## src/rtl/sm_imem_loader_pkg.sv

```systemverilog
// Shared types for the instruction-memory loader: FSM states, byte counter width
// and the big-endian word packer used when a word is committed.
package sm_imem_loader_pkg;

    typedef enum logic [1:0] {
        ST_HOLD = 2'd0,
        ST_LOAD = 2'd1,
        ST_RUN  = 2'd2
    } iml_state_t;

    localparam int BCNT_W = 2;

    // Builds the word from the bytes already held plus the incoming byte.
    // Positions not yet filled (early ld_last) are zero-padded.
    function automatic logic [31:0] iml_pack(input logic [23:0]       partial,
                                             input logic [7:0]        b,
                                             input logic [BCNT_W-1:0] cnt);
        logic [31:0] w;
        case (cnt)
            2'd0:    w = {b, 24'h0};
            2'd1:    w = {partial[7:0], b, 16'h0};
            2'd2:    w = {partial[15:0], b, 8'h0};
            default: w = {partial, b};
        endcase
        return w;
    endfunction

endpackage

```

## src/rtl/sm_imem_loader_ram.sv

```systemverilog
// Instruction RAM: 2**ADDR_WIDTH x 32, one synchronous write port and one
// asynchronous read port. Contents are not reset.
module sm_imem_ram #(
    parameter int ADDR_WIDTH = 6
) (
    input  logic                  clk,
    input  logic                  i_we,
    input  logic [ADDR_WIDTH-1:0] i_waddr,
    input  logic [31:0]           i_wdata,
    input  logic [ADDR_WIDTH-1:0] i_raddr,
    output logic [31:0]           o_rdata
);

    logic [31:0] r_mem [2**ADDR_WIDTH];

    always_ff @(posedge clk) begin
        if (i_we) r_mem[i_waddr] <= i_wdata;
    end

    assign o_rdata = r_mem[i_raddr];

endmodule

```

## src/rtl/sm_imem_loader.sv

```systemverilog
// Instruction-memory responder for sm_cpu with a valid/ready byte-stream load port.
// Holds the CPU in reset while a program is streamed in, then releases it.
module sm_imem_loader
    import sm_imem_loader_pkg::*;
#(
    parameter int ADDR_WIDTH = 6
) (
    input  logic                  clk,
    input  logic                  rst,
    input  logic [31:0]           imAddr,
    output logic [31:0]           imData,
    input  logic                  ld_start,
    input  logic                  ld_valid,
    input  logic                  ld_last,
    input  logic [7:0]            ld_byte,
    output logic                  ld_ready,
    output logic                  cpu_rst_n,
    output logic [ADDR_WIDTH:0]   ld_words,
    output logic                  ld_ovf
);

    localparam logic [ADDR_WIDTH:0] DEPTH = {1'b1, {ADDR_WIDTH{1'b0}}};

    iml_state_t          r_state;
    iml_state_t          w_next;
    logic [BCNT_W-1:0]   r_bcnt;
    logic [23:0]         r_asm;
    logic [ADDR_WIDTH:0] r_words;
    logic                r_ovf;
    logic                r_cpu_rst_n;

    logic                w_accept;
    logic                w_word_done;
    logic                w_full;
    logic                w_we;
    logic [31:0]         w_wdata;
    logic [31:0]         w_rdata;
    logic                w_unused_addr;

    // ld_start wins over a byte presented in the same cycle: that byte is discarded.
    assign w_accept    = ld_valid && (r_state == ST_LOAD) && !ld_start;
    assign w_word_done = w_accept && ((r_bcnt == 2'd3) || ld_last);
    assign w_full      = (r_words == DEPTH);
    assign w_we        = w_word_done && !w_full;
    assign w_wdata     = iml_pack(r_asm, ld_byte, r_bcnt);
    assign w_unused_addr = ^imAddr[31:ADDR_WIDTH];

    sm_imem_ram #(
        .ADDR_WIDTH(ADDR_WIDTH)
    ) u_ram (
        .clk     (clk),
        .i_we    (w_we),
        .i_waddr (r_words[ADDR_WIDTH-1:0]),
        .i_wdata (w_wdata),
        .i_raddr (imAddr[ADDR_WIDTH-1:0]),
        .o_rdata (w_rdata)
    );

    always_ff @(posedge clk or posedge rst) begin
        if (rst) r_state <= ST_HOLD;
        else     r_state <= w_next;
    end

    always_comb begin
        w_next    = r_state;
        ld_ready  = 1'b0;
        imData    = 32'h0;
        cpu_rst_n = r_cpu_rst_n;
        if (ld_start)                  w_next = ST_LOAD;
        else if (w_word_done && ld_last) w_next = ST_RUN;
        if (r_state == ST_LOAD) ld_ready = 1'b1;
        if (r_state == ST_RUN)  imData   = w_rdata;
    end

    // The write address doubles as the word count; it stops at DEPTH so
    // further word writes are dropped and flagged as overflow.
    always_ff @(posedge clk or posedge rst) begin
        if (rst) begin
            r_bcnt      <= '0;
            r_asm       <= '0;
            r_words     <= '0;
            r_ovf       <= 1'b0;
            r_cpu_rst_n <= 1'b0;
        end else begin
            r_cpu_rst_n <= (r_state == ST_RUN) && !ld_start;
            if (ld_start) begin
                r_bcnt  <= '0;
                r_asm   <= '0;
                r_words <= '0;
                r_ovf   <= 1'b0;
            end else if (w_accept) begin
                if (w_word_done) begin
                    r_bcnt <= '0;
                    r_asm  <= '0;
                    if (w_full) r_ovf   <= 1'b1;
                    else        r_words <= r_words + 1'b1;
                end else begin
                    r_bcnt <= r_bcnt + 1'b1;
                    r_asm  <= {r_asm[15:0], ld_byte};
                end
            end
        end
    end

    assign ld_words = r_words;
    assign ld_ovf   = r_ovf;

endmodule

```

## config.mk

```make
export PLATFORM = sky130hd
export DESIGN_NAME = sm_imem_loader
export DESIGN_NICKNAME = d
export VERILOG_FILES = /design/src/rtl/sm_imem_loader_pkg.sv /design/src/rtl/sm_imem_loader_ram.sv /design/src/rtl/sm_imem_loader.sv
export SDC_FILE = /design/constraint.sdc
export NUM_CORES = 2
export LEC_CHECK = 0
export CAP_MARGIN = 40
export CORE_MARGIN = 2
export CORE_UTILIZATION = 56
export DETAILED_ROUTE_END_ITERATION = 10
export PLACE_DENSITY = 0.77
export RECOVER_POWER = 50
export SKIP_LAST_GASP = 1
export SLEW_MARGIN = 20
export SYNTH_ARGS = -nofsm -noshare
export SYNTH_HDL_FRONTEND = slang
export SYNTH_HIERARCHICAL = 1
export SYNTH_SLANG_ARGS = --single-unit
```

## constraint.sdc

```tcl
create_clock -name clk -period 4.6 [get_ports clk]
set_clock_uncertainty 0.15 [all_clocks]
set_input_delay 0.46 -clock clk [delete_from_list [all_inputs] [get_ports clk]]
set_output_delay 0.46 -clock clk [all_outputs]
set_load 0.02 [all_outputs]
```

After elaboration in Yosys (flattened, before gate mapping)

Memory sizes are Yosys's and may differ from the RTL's.
Index checks and enable logic that the tools add are counted.
W data, S select, Z words.

Flip-flop bits (word level): 37
Bits in writable memories: 2,048
Bits of input ports: 45
Logic and storage cells: 53
Memories kept: 1

Add/sub/neg operators: 2
Eq/ne operators: 7
Mux-type cells: 21
Reductions and logical operators: 16

Memory list:

| memory      | words | bits a word | read ports | clocked after memory_dff | wr ports | RTL line                 | source |
|---|---|---|---|---|---|---|---|
| u_ram.r_mem | 64    | 32          | 1          | 0                        | 1        | sm_imem_loader_ram.sv:14 | `logic [31:0] r_mem [2**ADDR_WIDTH];` |

Operators with widths:

| cell                  | count |
|---|---|
| $pmux W32 S3          | 1 |
| $mux W24              | 3 |
| $mux W32              | 1 |
| $mux W7               | 4 |
| $mux W2               | 5 |
| $reduce_bool A2 Y1    | 4 |
| $add A7 B1 Y7 const B | 1 |
| $eq A7 B7 Y1 const B  | 1 |
| $mux W1               | 7 |
| $eq A2 B2 Y1 const B  | 3 |
| $logic_and A1 B1 Y1   | 6 |
| $reduce_and A3 Y1     | 2 |
| $eq A2 B1 Y1 const B  | 2 |
| $add A2 B1 Y2 const B | 1 |
| $logic_not A1 Y1      | 2 |
| $logic_not A2 Y1      | 1 |
| $ne A2 B2 Y1 const B  | 1 |
| $logic_or A1 B1 Y1    | 1 |

Depth between registers and ports, before layout

Depth in word-level cells: 7
Depth in mapped cells: 11

Cells and area by module

Netlist, hierarchy kept.

By module, submodules not included:

| module         | times used | cells each | area an instance (µm²) | seq. area each (µm²) |
|---|---|---|---|---|
| sm_imem_ram    | 1          | 3,292      | 77,874.7               | 61,499.0 |
| sm_imem_loader | 1          | 236        | 2,358.5                | 925.9 |

Worst setup path after synthesis

OpenSTA, ideal clock, no wires.

Kind: register to register
Start: register r_words[0], in the netlist ld_words[0]
End: memory u_ram.r_mem[49][0], enable pin
Library setup time: 0.461 ns
Data arrival time: 4.291 ns
Required time: 3.989 ns
Path slack: -0.301 ns
Stages on the path, launching flop included: 8
Period minus slack after synthesis: 4.901 ns
Path through: dfrtp_1 inv_1 ha_1 and3_2 nor4_1 nor2b_1 nand4_1 nor3_1

Word-level cells in the longest chain between the ends: 5

Ends and longest elaborated chain:

| what                          | RTL line                 | source |
|---|---|---|
| from (decl)                   | sm_imem_loader.sv:28     | `logic [ADDR_WIDTH:0] r_words;` |
| from (signal assigned)        | sm_imem_loader.sv:96     | `else r_words <= r_words + 1'b1;` |
| $eq A7 B7 Y1                  | sm_imem_loader.sv:43     | `assign w_full = (r_words == DEPTH);` |
| $logic_not A1 Y1              | sm_imem_loader.sv:44     | `assign w_we = w_word_done && !w_full;` |
| $logic_and A1 B1 Y1           | sm_imem_loader.sv:44     |  |
| named net w_we                | sm_imem_loader.sv:35     | `logic w_we;` |
| $mux W1                       | sm_imem_loader_ram.sv:17 | `if (i_we) r_mem[i_waddr] <= i_wdata;` |
| $mux W1 (implied by the code) | sm_imem_loader_ram.sv:17 |  |
| to (decl)                     | sm_imem_loader_ram.sv:14 |  |

The timed path passes the listed nets, and every way through them passes these cells.

Worst setup path in the final report

Start: register r_words[0], in the netlist ld_words[0]
End: memory u_ram.r_mem[59][19], enable pin

The elaborated chain is that of the path after synthesis.

==> reports/metrics.yaml <==
cts_num_sinks: 2085
routed_wl_microns: 207000
startpoint: "ld_words[0]"
timing.final.crit_period_ns: 4.53
fp.dieW_microns: 383
stdcell_area_sq_um: 91400
final_max_slew_viol_count: 811
drtPass1Iterations: 6
syn_avg_cell_area_sq_um: 22.7
cpMostUsedCell: "clkbuf_1"
r2r_start: "ld_words[0]"
start_kind: "register"
leakage_nw: 30.4
post-route-worst-setup-slack_ns: 0.0678
max-slew-margin-rel: -0.463
vias_per_cell: 6.85
p_total_mw: 37.8
cts_max_path_buffers: 3
worstPathBufferInverterCount: 4
min-delay-start: "ld_last"
wl_per_cell_microns: 35.3
violations: "capacitance limit, slew limit"
final_common_cell: "edfxtp_1"
drt_iter0_markers: 6833
rows: 138
worstPathArrival_ns: 4.89
max_stage_delay_ns: 1.49
endpoint_kind: "register"
yosys_warnings: 6
synth-main-ff-cell: "edfxtp_1"
async_reset_ff_frac: 0.0177
layout.cells.non_filler: 5881
antenna_found_initial: 11
dp_cells: 5542
timing.hold.ws_ns: 0.228
grt_overflow_total: 0
hold_viol: 0
track_usage: 0.283
criticalPathCategory: "reg -> reg"
syn_nets: 3579
peakVddDrop_mv: 0.415
cts_tree: "built"
grt_pass1_wl_microns: 292000
required_ns: 4.96
place_ws_ns: 0.0163
powerDensity_nw_per_um2: 414
grt_max_degree: 65
drc: 0
fill_cells: 8694
placed_cell_area_sq_um: 85800
path_clk_slew_ns: 0.06
utilization: 0.644
status: "finished, violations left"
fmax_ghz: 0.221
die_area_sq_um: 146000
ant_nets: 0
path_max_fanout: 13
start_util: 0.565
grt_pass1_vias: 40300
drive_gt1_frac: 0.286
regArea_sq_um: 62400
hold_path.class: "in -> reg"
cts_buffers: 187
drv_cap: 19
multi_input_area_sq_um: 17300
globalplace.congestion: 0.848
cts.htree.levels: 4
synth_seq_cells: 2085
netlist-cell-type-count: 54
seq_area_frac_synth: 0.778
setup_viol: 0
dr_total_vias: 40300
synth_edf_count: 2048
nets: 3899
grt_setup_unrepaired: "false"
synthesis.area_sq_um: 80200
root_buffer: "clkbuf_16"
crit_chain: "inv_1, ha_1, and3_2, nor4_1, clkbuf_1, nand3_1, clkbuf_1, nor2_1, buf_4"
final_cell_mix: "edfxtp_1 (2048), mux4_2 (544), clkbuf_16 (195)"
post-dp-hpwl_microns: 112000
fin_tns_setup_ns: 0
port_buffers: 60
die_h_microns: 383
crit_family: "simple AND/OR/NAND/NOR gates"
core_sq_um: 142000
fin_crit_sh: 0.985
area_growth_pct: 13.9
worst_slew_pin_slew_ns: 2.19
cpMaxStageDelayCell: "nor2_1"
pin_count: 87
synth_cells: 3528
clock_latency_ns: 0.81
-- worst register-to-register path: cells and delay by family (launching register included) --
family        cells  cell delay [ns]
flops             1             0.34
fa+ha+maj         1             0.20
buf+inv           4             1.37
simple gates      4             2.19
-- routing by layer --
metal	track usage	share of wire	up-vias
met2	0.450	0.48	3109
met4	0.118	0.051	6
li1	-	-	15600
met1	0.377	0.35	21000
met5	0	0.00020	-
met3	0.0707	0.12	512
-- timing repair --
action	CTS	global route
buffers inserted	0	0
resized for setup	1	0
endpoints found under the setup margin	1	0
hold buffers	0	0
-- synth_stat cells, types with 9 or more instances --
cell type,instances,area share
a21oi_1,63,0.0039
a22o_1,16,0.0017
a22o_2,16,0.0020
a22oi_1,20,0.0019
and2_1,42,0.0033
buf_1,22,0.0010
buf_2,60,0.0037
buf_4,25,0.0023
buf_6,10,0.0014
clkbuf_1,84,0.0039
dfrtp_1,37,0.012
edfxtp_1,2048,0.77
inv_1,13,0.00061
mux2i_1,102,0.013
mux4_2,544,0.15
nand2_1,37,0.0017
nand2b_1,10,0.00078
nor2_1,147,0.0069
nor2b_1,18,0.0014
nor3_1,9,0.00056
o21ai_0,9,0.00056
o221ai_1,27,0.0029
o22ai_1,84,0.0065
-- cell type report --
cell class / instances / area share
multi-input combinational: 1229 / 0.189
clock buffer: 240 / 0.0554
antenna: 2 / 0.0000548
sequential: 2085 / 0.683
timing repair buffer: 332 / 0.0365
clock inverter: 90 / 0.00909
tap: 1890 / 0.0259
inverter: 13 / 0.000534
-- sequential cells by signal (all words and copies together), names as in the netlist --
signal       count
u_ram/r_mem   2048
r_asm           24
ld_words         7
r_bcnt           2
r_state          2
cpu_rst_n        1
ld_ovf           1
-- power by group --
group / switching [mW] / total (mW) / internal, mW
Sequential: 0.0119 / 20.8 / 20.8
Combinational: 1.10 / 1.74 / 0.634
Clock: 6.69 / 15.3 / 8.57
Total: 7.81 / 37.8 / 30.0
-- logic make-up (layout without fill, tap and decap cells) --
logic type	count (synthesis)	count (layout)	share of synthesized area
flip-flops	2085	2085	0.778
multiplexers	648	648	0.166
AND/OR/NAND/NOR	308	308	0.0191
AO/OA/AOI/OAI	263	263	0.0228
buffers and inverters	214	675	0.0131
adder cells (fa/ha/maj)	6	6	0.000936
XOR/XNOR	4	4	0.000437
other	0	2	0
-- path summary, 6_finish.rpt --
kind	end	slack, ns	cells past startpoint
hold reg to reg	ld_ovf	0.35	2
hold / removal	r_state[0]	0.23	3
min in group asynchronous	ld_words[0]	0.79	3
setup / recovery	u_ram/r_mem[59][19]	0.07	9
max in group asynchronous	r_asm[16]	2.32	3
setup reg to reg	u_ram/r_mem[59][19]	0.07	9
Power figures use the tool's default switching activity.
